File: config.mk
export PLATFORM = sky130hd
export DESIGN_NAME = i2cc_arbiter
export DESIGN_NICKNAME = d
export VERILOG_FILES = /design/src/rtl/i2cc_arb_pkg.sv /design/src/rtl/i2cc_lock_timer.sv /design/src/rtl/i2cc_arbiter.sv
export SDC_FILE = /design/constraint.sdc
export NUM_CORES = 1
export LEC_CHECK = 0
export ABC_AREA = 1
export CORE_UTILIZATION = 44
export CTS_CLUSTER_SIZE = 40
export DETAILED_ROUTE_END_ITERATION = 6
export PLACE_DENSITY = 0.94
export SLEW_MARGIN = 20
export SYNTH_ARGS = -nofsm -noshare
export SYNTH_HDL_FRONTEND = slang
export SYNTH_SLANG_ARGS = --single-unit
File: constraint.sdc
create_clock -name i_clk -period 2.5 [get_ports i_clk]
set_input_delay 0.5 -clock i_clk [delete_from_list [all_inputs] [get_ports i_clk]]
set_output_delay 0.5 -clock i_clk [all_outputs]
set_load 0.02 [all_outputs]
File: src/rtl/i2cc_arb_pkg.sv
// Shared definitions for the two-requester I2C controller arbiter:
// state encoding, requester ids and the default lock timeout.
package i2cc_arb_pkg;

   localparam logic [2:0] ST_IDLE  = 3'd0;
   localparam logic [2:0] ST_ISSUE = 3'd1;
   localparam logic [2:0] ST_WAIT  = 3'd2;
   localparam logic [2:0] ST_ACK   = 3'd3;
   localparam logic [2:0] ST_HOLD  = 3'd4;

   typedef enum logic [2:0] {
      S_IDLE  = ST_IDLE,
      S_ISSUE = ST_ISSUE,
      S_WAIT  = ST_WAIT,
      S_ACK   = ST_ACK,
      S_HOLD  = ST_HOLD
   } state_t;

   localparam logic REQ0 = 1'b0;
   localparam logic REQ1 = 1'b1;

   // 10 ms at 100 MHz
   localparam int DEFAULT_TIMEOUT = 1000000;
   localparam int DEFAULT_TWIDTH  = 20;

endpackage

File: src/rtl/i2cc_lock_timer.sv
// Idle-cycle counter for a held lock: cleared on entry to HOLD, counts enabled
// cycles and flags expiry on the TIMEOUT-th one.
module i2cc_lock_timer
   import i2cc_arb_pkg::*;
#(
   parameter int TIMEOUT = DEFAULT_TIMEOUT,
   parameter int TWIDTH  = DEFAULT_TWIDTH
) (
   input  logic i_clk,
   input  logic i_rst,
   input  logic i_clear,
   input  logic i_enable,
   output logic o_expire
);

   localparam logic [TWIDTH-1:0] LAST_COUNT = TWIDTH'(TIMEOUT - 1);

   logic [TWIDTH-1:0] r_count;

   always_ff @(posedge i_clk) begin
      if (i_rst || i_clear) begin
         r_count <= '0;
      end else if (i_enable) begin
         r_count <= r_count + 1'b1;
      end
   end

   assign o_expire = i_enable && (r_count == LAST_COUNT);

endmodule

File: src/rtl/i2cc_arbiter.sv
// Transaction-level round-robin arbiter sharing one I2C controller byte port
// between two requesters. Define I2CC_ARB_LOCK_TIMEOUT_EN to add the HOLD lock timeout.
module i2cc_arbiter
   import i2cc_arb_pkg::*;
#(
   parameter int DWIDTH  = 8,
   parameter int TIMEOUT = DEFAULT_TIMEOUT,
   parameter int TWIDTH  = DEFAULT_TWIDTH
) (
   input  logic              i_clk,
   input  logic              i_rst,
   input  logic              i_r0_start,
   input  logic              i_r0_rdwr,
   input  logic              i_r0_last,
   input  logic [DWIDTH-1:0] i_r0_addr,
   input  logic [DWIDTH-1:0] i_r0_txd,
   output logic [DWIDTH-1:0] o_r0_rxd,
   output logic              o_r0_done,
   output logic              o_r0_grant,
   input  logic              i_r1_start,
   input  logic              i_r1_rdwr,
   input  logic              i_r1_last,
   input  logic [DWIDTH-1:0] i_r1_addr,
   input  logic [DWIDTH-1:0] i_r1_txd,
   output logic [DWIDTH-1:0] o_r1_rxd,
   output logic              o_r1_done,
   output logic              o_r1_grant,
   output logic              o_i2cc_start,
   output logic              o_i2cc_rdwr,
   output logic              o_i2cc_last,
   output logic [DWIDTH-1:0] o_i2cc_addr,
   output logic [DWIDTH-1:0] o_i2cc_txd,
   input  logic [DWIDTH-1:0] i_i2cc_rxd,
   input  logic              i_i2cc_done,
   output logic              o_busy,
   output logic              o_lock_err
);

   if (TIMEOUT < 1 || longint'(TIMEOUT) >= (longint'(1) << TWIDTH)) begin : g_cfg_err
      $error("i2cc_arbiter: TIMEOUT must be in 1 .. 2**TWIDTH-1");
   end

   state_t            r_state;
   state_t            w_state_nxt;
   logic              r_owner;
   logic              r_rr;
   logic [1:0]        r_grant;
   logic [1:0]        r_done;
   logic [DWIDTH-1:0] r_rxd0;
   logic [DWIDTH-1:0] r_rxd1;
   logic              r_start;
   logic              r_rdwr;
   logic              r_last;
   logic [DWIDTH-1:0] r_addr;
   logic [DWIDTH-1:0] r_txd;

   logic              w_sel;
   logic              w_sel_owner;
   logic              w_capture;
   logic              w_release;
   logic              w_hold_clear;
   logic              w_hold_idle;
   logic              w_expire;
   logic              w_owner_start;
   logic              w_req_rdwr;
   logic              w_req_last;
   logic [DWIDTH-1:0] w_req_addr;
   logic [DWIDTH-1:0] w_req_txd;

   assign w_owner_start = (r_owner == REQ1) ? i_r1_start : i_r0_start;

   // NOTE: every always_comb output gets a default before the case so no path leaves it unassigned (no latch).
   always_comb begin
      w_state_nxt  = r_state;
      w_sel        = 1'b0;
      w_sel_owner  = r_owner;
      w_capture    = 1'b0;
      w_release    = 1'b0;
      w_hold_clear = 1'b0;
      w_hold_idle  = 1'b0;
      unique case (r_state)
         S_IDLE: begin
            if (i_r0_start || i_r1_start) begin
               w_sel       = 1'b1;
               w_sel_owner = (i_r0_start && i_r1_start) ? r_rr : (i_r1_start ? REQ1 : REQ0);
               w_state_nxt = S_ISSUE;
            end
         end
         S_ISSUE: w_state_nxt = S_WAIT;
         S_WAIT: begin
            if (i_i2cc_done) begin
               w_capture   = 1'b1;
               w_state_nxt = S_ACK;
            end
         end
         S_ACK: begin
            if (r_last) begin
               w_release   = 1'b1;
               w_state_nxt = S_IDLE;
            end else begin
               w_hold_clear = 1'b1;
               w_state_nxt  = S_HOLD;
            end
         end
         S_HOLD: begin
            if (w_owner_start) begin
               w_sel       = 1'b1;
               w_state_nxt = S_ISSUE;
            end else begin
               w_hold_idle = 1'b1;
               if (w_expire) begin
                  w_release   = 1'b1;
                  w_state_nxt = S_IDLE;
               end
            end
         end
         default: w_state_nxt = S_IDLE;
      endcase
   end

   // NOTE: sequential state uses non-blocking assignments so every register samples pre-edge values.
   always_ff @(posedge i_clk) begin
      if (i_rst) begin
         r_state <= S_IDLE;
      end else begin
         r_state <= w_state_nxt;
      end
   end

   assign w_req_rdwr = w_sel_owner ? i_r1_rdwr : i_r0_rdwr;
   assign w_req_last = w_sel_owner ? i_r1_last : i_r0_last;
   assign w_req_addr = w_sel_owner ? i_r1_addr : i_r0_addr;
   assign w_req_txd  = w_sel_owner ? i_r1_txd  : i_r0_txd;

   // Fields are sampled only on a selection; the controller sees them frozen for the whole byte.
   always_ff @(posedge i_clk) begin
      if (i_rst) begin
         r_owner <= REQ0;
         r_rr    <= REQ0;
         r_grant <= '0;
         r_done  <= '0;
         r_rxd0  <= '0;
         r_rxd1  <= '0;
         r_start <= 1'b0;
         r_rdwr  <= 1'b0;
         r_last  <= 1'b0;
         r_addr  <= '0;
         r_txd   <= '0;
      end else begin
         r_start <= w_sel;
         r_done  <= '0;
         if (w_sel) begin
            r_owner <= w_sel_owner;
            r_grant <= (w_sel_owner == REQ1) ? 2'b10 : 2'b01;
            r_rdwr  <= w_req_rdwr;
            r_last  <= w_req_last;
            r_addr  <= w_req_addr;
            r_txd   <= w_req_txd;
         end
         if (w_capture) begin
            if (r_owner == REQ1) begin
               r_rxd1 <= i_i2cc_rxd;
               r_done <= 2'b10;
            end else begin
               r_rxd0 <= i_i2cc_rxd;
               r_done <= 2'b01;
            end
         end
         if (w_release) begin
            r_grant <= '0;
            r_rr    <= ~r_owner;
         end
      end
   end

`ifdef I2CC_ARB_LOCK_TIMEOUT_EN
   logic r_lock_err;

   i2cc_lock_timer #(
      .TIMEOUT (TIMEOUT),
      .TWIDTH  (TWIDTH)
   ) u_lock_timer (
      .i_clk    (i_clk),
      .i_rst    (i_rst),
      .i_clear  (w_hold_clear),
      .i_enable (w_hold_idle),
      .o_expire (w_expire)
   );

   always_ff @(posedge i_clk) begin
      if (i_rst) begin
         r_lock_err <= 1'b0;
      end else if (w_hold_idle && w_expire) begin
         r_lock_err <= 1'b1;
      end
   end

   assign o_lock_err = r_lock_err;
`else
   assign w_expire   = 1'b0;
   assign o_lock_err = 1'b0;
`endif

   assign o_i2cc_start = r_start;
   assign o_i2cc_rdwr  = r_rdwr;
   assign o_i2cc_last  = r_last;
   assign o_i2cc_addr  = r_addr;
   assign o_i2cc_txd   = r_txd;
   assign o_r0_rxd     = r_rxd0;
   assign o_r1_rxd     = r_rxd1;
   assign o_r0_done    = r_done[0];
   assign o_r1_done    = r_done[1];
   assign o_r0_grant   = r_grant[0];
   assign o_r1_grant   = r_grant[1];
   assign o_busy       = (r_state != S_IDLE);

endmodule

Word-level counts from Yosys, hierarchy flattened --
Index checks and enable logic that the tools add are counted. W data, S select, Z words.
Cells by class: add/sub/neg operators 0, multipliers 0, div/mod/pow operators 0, magnitude comparators 0, equality and inequality tests 7, shifts and indexed selects 0, muxes and demuxes 23, bitwise logic cells 2, reductions and logical operators 9
Operator list (number):
- $mux W8 | 2
- $pmux W3 S5 | 1
- $mux W1 | 13
- $mux W3 | 4
- $eq A3 B2 Y1 const B | 2
- $ne A2 B2 Y1 const B | 3
- $mux W2 | 2
- $reduce_and A2 Y1 | 2
- $reduce_or A2 Y1 | 2
- $eq A3 B1 Y1 const B | 1
- $eq A3 B3 Y1 const B | 1
- $logic_not A3 Y1 | 1
- $reduce_and A3 Y1 | 1
- $reduce_bool A3 Y1 | 1
- $not A1 Y1 | 2
- $pmux W1 S2 | 1
- $logic_and A1 B1 Y1 | 1
- $logic_or A1 B1 Y1 | 1
Storage, ports and cells: flip-flop bits (word level) 44, latch bits 0, bits in writable memories 0, bits in read-only memories 0, input bits 49, logic and storage cells 53, memories 0

Depth between registers and ports, before layout --
Gate-level depths: netlist of the first run.
word-level depth 5, gate-level depth with buffers 9, mapped depth without buffers 8

Worst setup path before layout of the first run --
OpenSTA, ideal clock, no wires.
path kind input -> register, start point in i_r0_start, end point reg r_addr[3] (netlist: o_i2cc_addr[3]), setup time 113 ps, arrival 1291 ps, slack 1096 ps, stages 9, path buffers 1, cells stage by stage inv_1 -> nand2_1 -> nand3_2 -> nand2_1 -> nand2_2 -> buf_6 -> nand2_1 -> nand3_1 -> nand2_1
Between the ends: word-level cells in the longest chain between the ends 5, elaborated cells between the ends (all ways) 10, those cells by class mux (8); reduce/logical (2)
Ends and longest elaborated chain:
- start: declaration | line i2cc_arbiter.sv:12 | input logic i_r0_start,
- $logic_and A1 B1 Y1 | line i2cc_arbiter.sv:85 | w_sel_owner = (i_r0_start && i_r1_start) ? r_rr : (i_r1_start ? REQ1 : REQ0);
- $mux W1 | line i2cc_arbiter.sv:85
- $mux W1 | line i2cc_arbiter.sv:83 | if (i_r0_start || i_r1_start) begin
- $mux W1 | line i2cc_arbiter.sv:81 | unique case (r_state)
- $mux W8 | line i2cc_arbiter.sv:132 | assign w_req_addr = w_sel_owner ? i_r1_addr : i_r0_addr;
- end signal: assignment | line i2cc_arbiter.sv:157 | r_addr <= w_req_addr;
- end: declaration | line i2cc_arbiter.sv:54 | logic [DWIDTH-1:0] r_addr;
Parallel ways exist; a longest one is shown, timed or not. A chain may end at the register's enable or synchronous reset.

Worst setup path after layout of the first run --
start point reg r_state[1], end point out o_busy
Between the ends: word-level cells in the longest chain between the ends 1
Ends and longest elaborated chain:
- start: declaration | line i2cc_arbiter.sv:43 | state_t r_state;
- start signal: assignment | line i2cc_arbiter.sv:126 | r_state <= w_state_nxt;
- $reduce_bool A3 Y1 | line i2cc_arbiter.sv:215 | assign o_busy = (r_state != S_IDLE);
- end: declaration | line i2cc_arbiter.sv:35 | output logic o_busy,
Every way passes these cells.

==> results_dict.tcl, run 1 <==
set metrics [dict create \
    antenna_found_initial 0 \
    reg2regPathDepth 6 \
    avgSynthCellArea_um2 6.88 \
    syn-num-nets 337 \
    skew_ns 0.00501 \
    ys.warnings.count 0 \
    first_pass_iters 5 \
    wl_per_cell_um 12.5 \
    grt_max_degree 21 \
    vdd_ir_drop_max_mv 0.338 \
    cts_resized 0 \
    h-tree-depth 2 \
    cts_tree "done" \
    syn2layout_area_growth_pct 49.8 \
    cp.arrival_ns 1.56 \
    postRouteAntennaNets 0 \
    dieArea_mm2 0.00478 \
    placed_cell_area_mm2 0.00289 \
    drt-total-wl_um 5330 \
    final_area_mm2 0.00297 \
    grt_setup_unrepaired "no" \
    worstPathBufferInverterCount 3 \
    tns_ns 0 \
    cp_slowest_stage_delay_ns 0.59 \
    vias_per_cell 4.93 \
    powerDensity_mw_per_mm2 712 \
    max_freq_ghz 0.486 \
    slew_viol_final 0 \
    total_power_w 0.00211 \
    cap_violations 0 \
    place_congestion 0.840 \
    rrSetupSlack_ns 0.73 \
    path_class "reg2out" \
    portBuffers 88 \
    critPathLaunch "r_state[1]$_SDFFE_PP0P_" \
    path_common_cell "inv_1" \
    r2r_end "o_i2cc_txd[2]$_SDFFE_PP0P_" \
    hold-path-cell-count 2 \
    drt-met1-wl_um 2260 \
    vias 2104 \
    seq_area_frac_synth_pct 44.4 \
    clock_latency_ns 0.30 \
    start_util_pct 45.5 \
    worstSetupEndpoint "o_busy" \
    final_util_pct 68.2 \
    worstPathCellList "inv_1 > nand2_2 > nor2_1 > inv_1 > clkdlybuf4s50_1" \
    cts_root_buffer "clkbuf_8" \
    rows 24 \
    cp_top_family "buffers and inverters" \
    post-cts-setup-buffers 0 \
    grt_pass1_wl_um 8870 \
    finalNetCount 424 \
    status "completed" \
    overflow 0 \
    hold_buffers 0 \
    routed.top_layer "met4" \
    synth_area_mm2 0.00198 \
    min_period_over_period_pct 82.3 \
    wl_met2_um 2520 \
    synth_cell_types 21 \
    wl_met3_um 316 \
    core_area_mm2 0.00435 \
    post-dp-hpwl_um 3940 \
    dr.first_iter.drc_count 148 \
    cp_num_cells 5 \
    first_global_vias 1991 \
    numCtsBuffers 5 \
    reg2reg_from "r_owner$_SDFFE_PP0P_" \
    gr-usage-all-layers_pct 22.7 \
    drc 0 \
    cts_sinks 44 \
    min_period_ns 2.06 \
    start_kind "flop" \
    worstPathRequired_ns 2.00 \
    p_leak_nw 1.32 \
    final_layout_size_suffix_gt1_share_pct 6.13 \
    num_antenna_cells 0 \
    cts_max_path_buffers 2 \
    dieHeight_um 69.1 \
    pin_count 90 \
    die_width_um 69.1 \
    slowest_stage "clkdlybuf4s50_1" \
    synth_cells 288 \
    hold_viol 0 \
    hold_path_class "reg2reg" \
    finalSetupViolations 0 \
    ys_ff_latch 44 \
    clk_pin_slew_ns 0.08 \
    crit_path_end_kind "primary output" \
    path_max_fanout 4 \
]
[where the power goes]
| group | switching, W | internal [W] | leakage [nW] | total, W |
|---|---|---|---|---|
| Combinational | 0.000452 | 0.000353 | 0.921 | 0.000805 |
| Sequential | 0.0000746 | 0.000812 | 0.360 | 0.000886 |
| Clock | 0.000233 | 0.000189 | 0.0400 | 0.000422 |
[per-layer routing]
layer	track usage [%]	up-vias
met5	0	-
met4	14.1	0
met3	5.41	23
met2	37.5	92
met1	26.4	919
li1	-	1070
[stage by stage]
stage	cells	hold WS, ns	setup WS [ns]
CTS	427	0.456	0.449
finish	427	0.454	0.443
global placement	420	0.435	0.494
floorplan	288	0.429	1.10
detailed placement	420	0.438	0.433
global route	427	0.481	0.409
[layout by cell type, fill, tap and decap left out, drive strengths merged]
master and count:
nor2 10, buf 5, inv 46, dfxtp 44, o211ai 2, a21oi 23
o21ai 2, nand2 87, clkinvlp 1, clkbuf 5, conb 1, clkdlybuf4s50 88
clkinv 2, nand3 59
[cells by family after synthesis]
family | synth area share [%]
AO/OA/AOI/OAI | 7.64
buffers and inverters | 12.8
flip-flops | 44.4
other | 0.189
AND/OR/NAND/NOR | 34.9
[registers in the layout (all words and copies together), names as in the netlist]
name / flops
r_done: 2
r_grant: 2
o_i2cc_last: 1
r_owner: 1
o_r1_rxd: 8
o_i2cc_txd: 8
r_state: 3
r_rr: 1
o_i2cc_start: 1
o_i2cc_addr: 8
o_i2cc_rdwr: 1
o_r0_rxd: 8
[worst min-delay path, cell delays in order (launching register included)]
cell and delay (ns):
dfxtp_1 0.31, nand2_1 0.06, nand2_1 0.04
[synthesized netlist by cell type]
| master | number | share of area, % |
|---|---|---|
| clkbuf_1 | 4 | 0.76 |
| buf_6 | 2 | 1.1 |
| nor2_4 | 2 | 1.1 |
| a21oi_4 | 1 | 0.82 |
| nor2_1 | 7 | 1.3 |
| inv_2 | 2 | 0.38 |
| nand3_1 | 58 | 15 |
| buf_4 | 2 | 0.76 |
| buf_2 | 5 | 1.3 |
| inv_1 | 44 | 8.3 |
| nor2_2 | 1 | 0.32 |
| nand2_2 | 4 | 1.3 |
| nand3_2 | 1 | 0.51 |
| a21oi_1 | 22 | 5.6 |
| dfxtp_1 | 44 | 44 |
| conb_1 | 1 | 0.19 |
| o21ai_0 | 1 | 0.25 |
| o21ai_1 | 1 | 0.25 |
| o211ai_1 | 2 | 0.76 |
| clkinv_1 | 1 | 0.19 |
| nand2_1 | 83 | 16 |
[cell type report]
cell class	instances	area, µm²
fill	326	1390
timing repair buffer	93	918
sequential	44	881
multi-input combinational	184	847
inverter	47	176
clock buffer	5	68.8
tap	52	65.1
clock inverter	2	12.5
[how the worst min path moves through the flow]
stage | from | endpoint | slack, ns
floorplan | r_rr$_SDFFE_PP0P_ | r_rr$_SDFFE_PP0P_ | 0.43
global placement | o_i2cc_txd[5]$_SDFFE_PP0P_ | o_i2cc_txd[5]$_SDFFE_PP0P_ | 0.44
detailed placement | o_i2cc_txd[1]$_SDFFE_PP0P_ | o_i2cc_txd[1]$_SDFFE_PP0P_ | 0.44
CTS | o_i2cc_txd[1]$_SDFFE_PP0P_ | o_i2cc_txd[1]$_SDFFE_PP0P_ | 0.46
global route | o_r1_rxd[0]$_SDFFE_PP0P_ | o_r1_rxd[0]$_SDFFE_PP0P_ | 0.48
finish | o_i2cc_txd[1]$_SDFFE_PP0P_ | o_i2cc_txd[1]$_SDFFE_PP0P_ | 0.45
Power figures use the tool's default switching activity.
==> inputs of run 2 (changes only) <==
--- a/config.mk
+++ b/config.mk
@@ -6,10 +6,10 @@
 export NUM_CORES = 1
 export LEC_CHECK = 0
 export ABC_AREA = 1
-export CORE_UTILIZATION = 44
+export CORE_UTILIZATION = 37
 export CTS_CLUSTER_SIZE = 40
 export DETAILED_ROUTE_END_ITERATION = 6
-export PLACE_DENSITY = 0.94
+export PLACE_DENSITY = 0.86
 export SLEW_MARGIN = 20
 export SYNTH_ARGS = -nofsm -noshare
 export SYNTH_HDL_FRONTEND = slang
==> constraint.sdc (replaced) <==
create_clock -name i_clk -period 1.74 [get_ports i_clk]
set_input_delay 0.348 -clock i_clk [delete_from_list [all_inputs] [get_ports i_clk]]
set_output_delay 0.348 -clock i_clk [all_outputs]
set_load 0.02 [all_outputs]
==> run 2 against run 1 <==
Against the previous run: combinational power increased by 57%; core utilization decreased by 7.9 points; first-iteration DRC count decreased by 39%; global-route usage decreased by 3.3 points; die area increased by 18%; sequential power increased by 42%; sequential share of layout area decreased by 1.2 points; critical path depth decreased by 4; non-clock buffer count increased by 11; clock power increased by 42%; critical endpoint is now o_i2cc_last; largest power group unchanged.
==> results_dict.tcl, run 2 (synthesis gave the netlist of run 1 again) <==
set metrics [dict create \
    dp_cells 449 \
    worstPathBufferInverterCount 1 \
    first_global_vias 1910 \
    status "completed" \
    clk_pin_slew_ns 0.08 \
    postRouteAntennaNets 0 \
    first_pass_iters 4 \
    die_width_um 75.2 \
    layout_commonest_cell "clkdlybuf4s50_1" \
    dieHeight_um 75.2 \
    crit_path_end_kind "primary output" \
    pin_count 90 \
    hold_viol 0 \
    antenna_found_initial 0 \
    switching_share_pct 34.9 \
    vias_per_cell 4.65 \
    post-dp-hpwl_um 4060 \
    vdd_ir_drop_max_mv 0.454 \
    hold_path_class "reg2reg" \
    finalNetCount 435 \
    layout.cells.non_filler 456 \
    numCtsBuffers 5 \
    cp.arrival_ns 1.32 \
    switchingPower_w 0.00109 \
    cts_tree "done" \
    p_leak_nw 1.39 \
    start_util_pct 38.6 \
    layout_common_cells "87 x clkdlybuf4s50_1, 83 x nand2_1, 58 x nand3_1" \
    grt_setup_unrepaired "no" \
    path_class "reg2out" \
    h-tree-depth 2 \
    clock_latency_ns 0.29 \
    grt_max_degree 21 \
    cp_top_family "buffers and inverters" \
    dieArea_mm2 0.00565 \
    cap_violations 0 \
    portBuffers 88 \
    dr.first_iter.drc_count 90 \
    drc 0 \
    cp_slowest_stage_delay_ns 0.63 \
    wl_per_cell_um 11.4 \
    final_layout_size_suffix_gt1_share_pct 8.81 \
    max_freq_ghz 0.601 \
    grt_pass1_wl_um 8310 \
    min_period_over_period_pct 95.6 \
    place_congestion 0.820 \
    start_kind "flop" \
    finalSetupViolations 0 \
    skew_ns 0.00276 \
    worstPathCellList "clkdlybuf4s50_1" \
    rrSetupSlack_ns 0.26 \
    pwr-share-clk_pct 19.2 \
    slowest_stage "clkdlybuf4s50_1" \
    core_area_mm2 0.00514 \
    total_power_w 0.00312 \
    p_int_w 0.00203 \
    tns_ns 0 \
    hold_buffers 0 \
    drt-total-wl_um 5190 \
    overflow 0 \
    slew_viol_final 0 \
    cts_sinks 44 \
    whs_ns 0.453 \
    cts_max_path_buffers 2 \
    cts_root_buffer "clkbuf_8" \
    powerDensity_mw_per_mm2 1010 \
    rows 26 \
    num_antenna_cells 0 \
    worstPathRequired_ns 1.39 \
    vias 2120 \
    syn2layout_area_growth_pct 56.3 \
    min_period_ns 1.66 \
    p_seq_share_pct 40.4 \
    pwr-share-comb_pct 40.4 \
    path_max_fanout 4 \
    gr-usage-all-layers_pct 19.4 \
]
==> run 2: changes by cell type in the layout (fill, tap and decap cells not counted), sizes merged <==
cell	change
clkdlybuf4s50	-1
dlygate4sd2	+1
buf	+11
==> run 2: worst paths after layout <==
check | startpoint | to | cells past startpoint
min reg2reg | o_i2cc_txd[0]$_SDFFE_PP0P_ | o_i2cc_txd[0]$_SDFFE_PP0P_ | 2
max | o_i2cc_last$_SDFFE_PP0P_ | o_i2cc_last | 1
min | o_i2cc_txd[0]$_SDFFE_PP0P_ | o_i2cc_txd[0]$_SDFFE_PP0P_ | 2
max reg2reg | r_state[1]$_SDFFE_PP0P_ | o_i2cc_last$_SDFFE_PP0P_ | 9
==> run 2: repair_timing <==
action,4_1_cts,5_1_grt
resized for setup,1,0
endpoints found under the setup margin,1,0
setup buffers,0,0
==> run 2: area by class of cell <==
| type | instances | area, µm² |
|---|---|---|
| Timing Repair Buffer | 104 | 1020 |
| Clock inverter | 2 | 12.5 |
| Clock buffer | 5 | 68.8 |
| Fill cell | 495 | 2040 |
| Sequential cell | 44 | 881 |
| Inverter | 47 | 176 |
| Tap cell | 70 | 87.6 |
| Multi-Input combinational cell | 184 | 847 |
==> run 2: layer usage <==
layer / up-vias / part of all wire [%] / global-route usage [%]
li1: 1090 / - / -
met1: 943 / 42 / 24.0
met2: 77 / 49 / 32.4
met3: 10 / 6.6 / 5.62
met4: 0 / 1.7 / 6.79
met5: - / 0 / 0
==> run 2: power by group through the flow <==
stage,Clock [W],Combinational [W],Sequential (W)
final,0.000600,0.00126,0.00126
after global placement,0,0.00124,0.00128
after CTS,0.000616,0.00127,0.00126
after global routing,0.000657,0.00138,0.00128
after detailed placement,0,0.00127,0.00128
after floorplan,0,0.000501,0.00144
==> run 2: through the flow <==
stage	worst slack (ns)	utilization [%]	cell area, µm²
final	0.0764	60.3	3100
after global routing	0.0106	60.3	3100
after CTS	0.0765	60.3	3100
after detailed placement	-0.118	58.7	3020
after global placement	-0.113	58.7	3020
after floorplan	0.488	-	1980
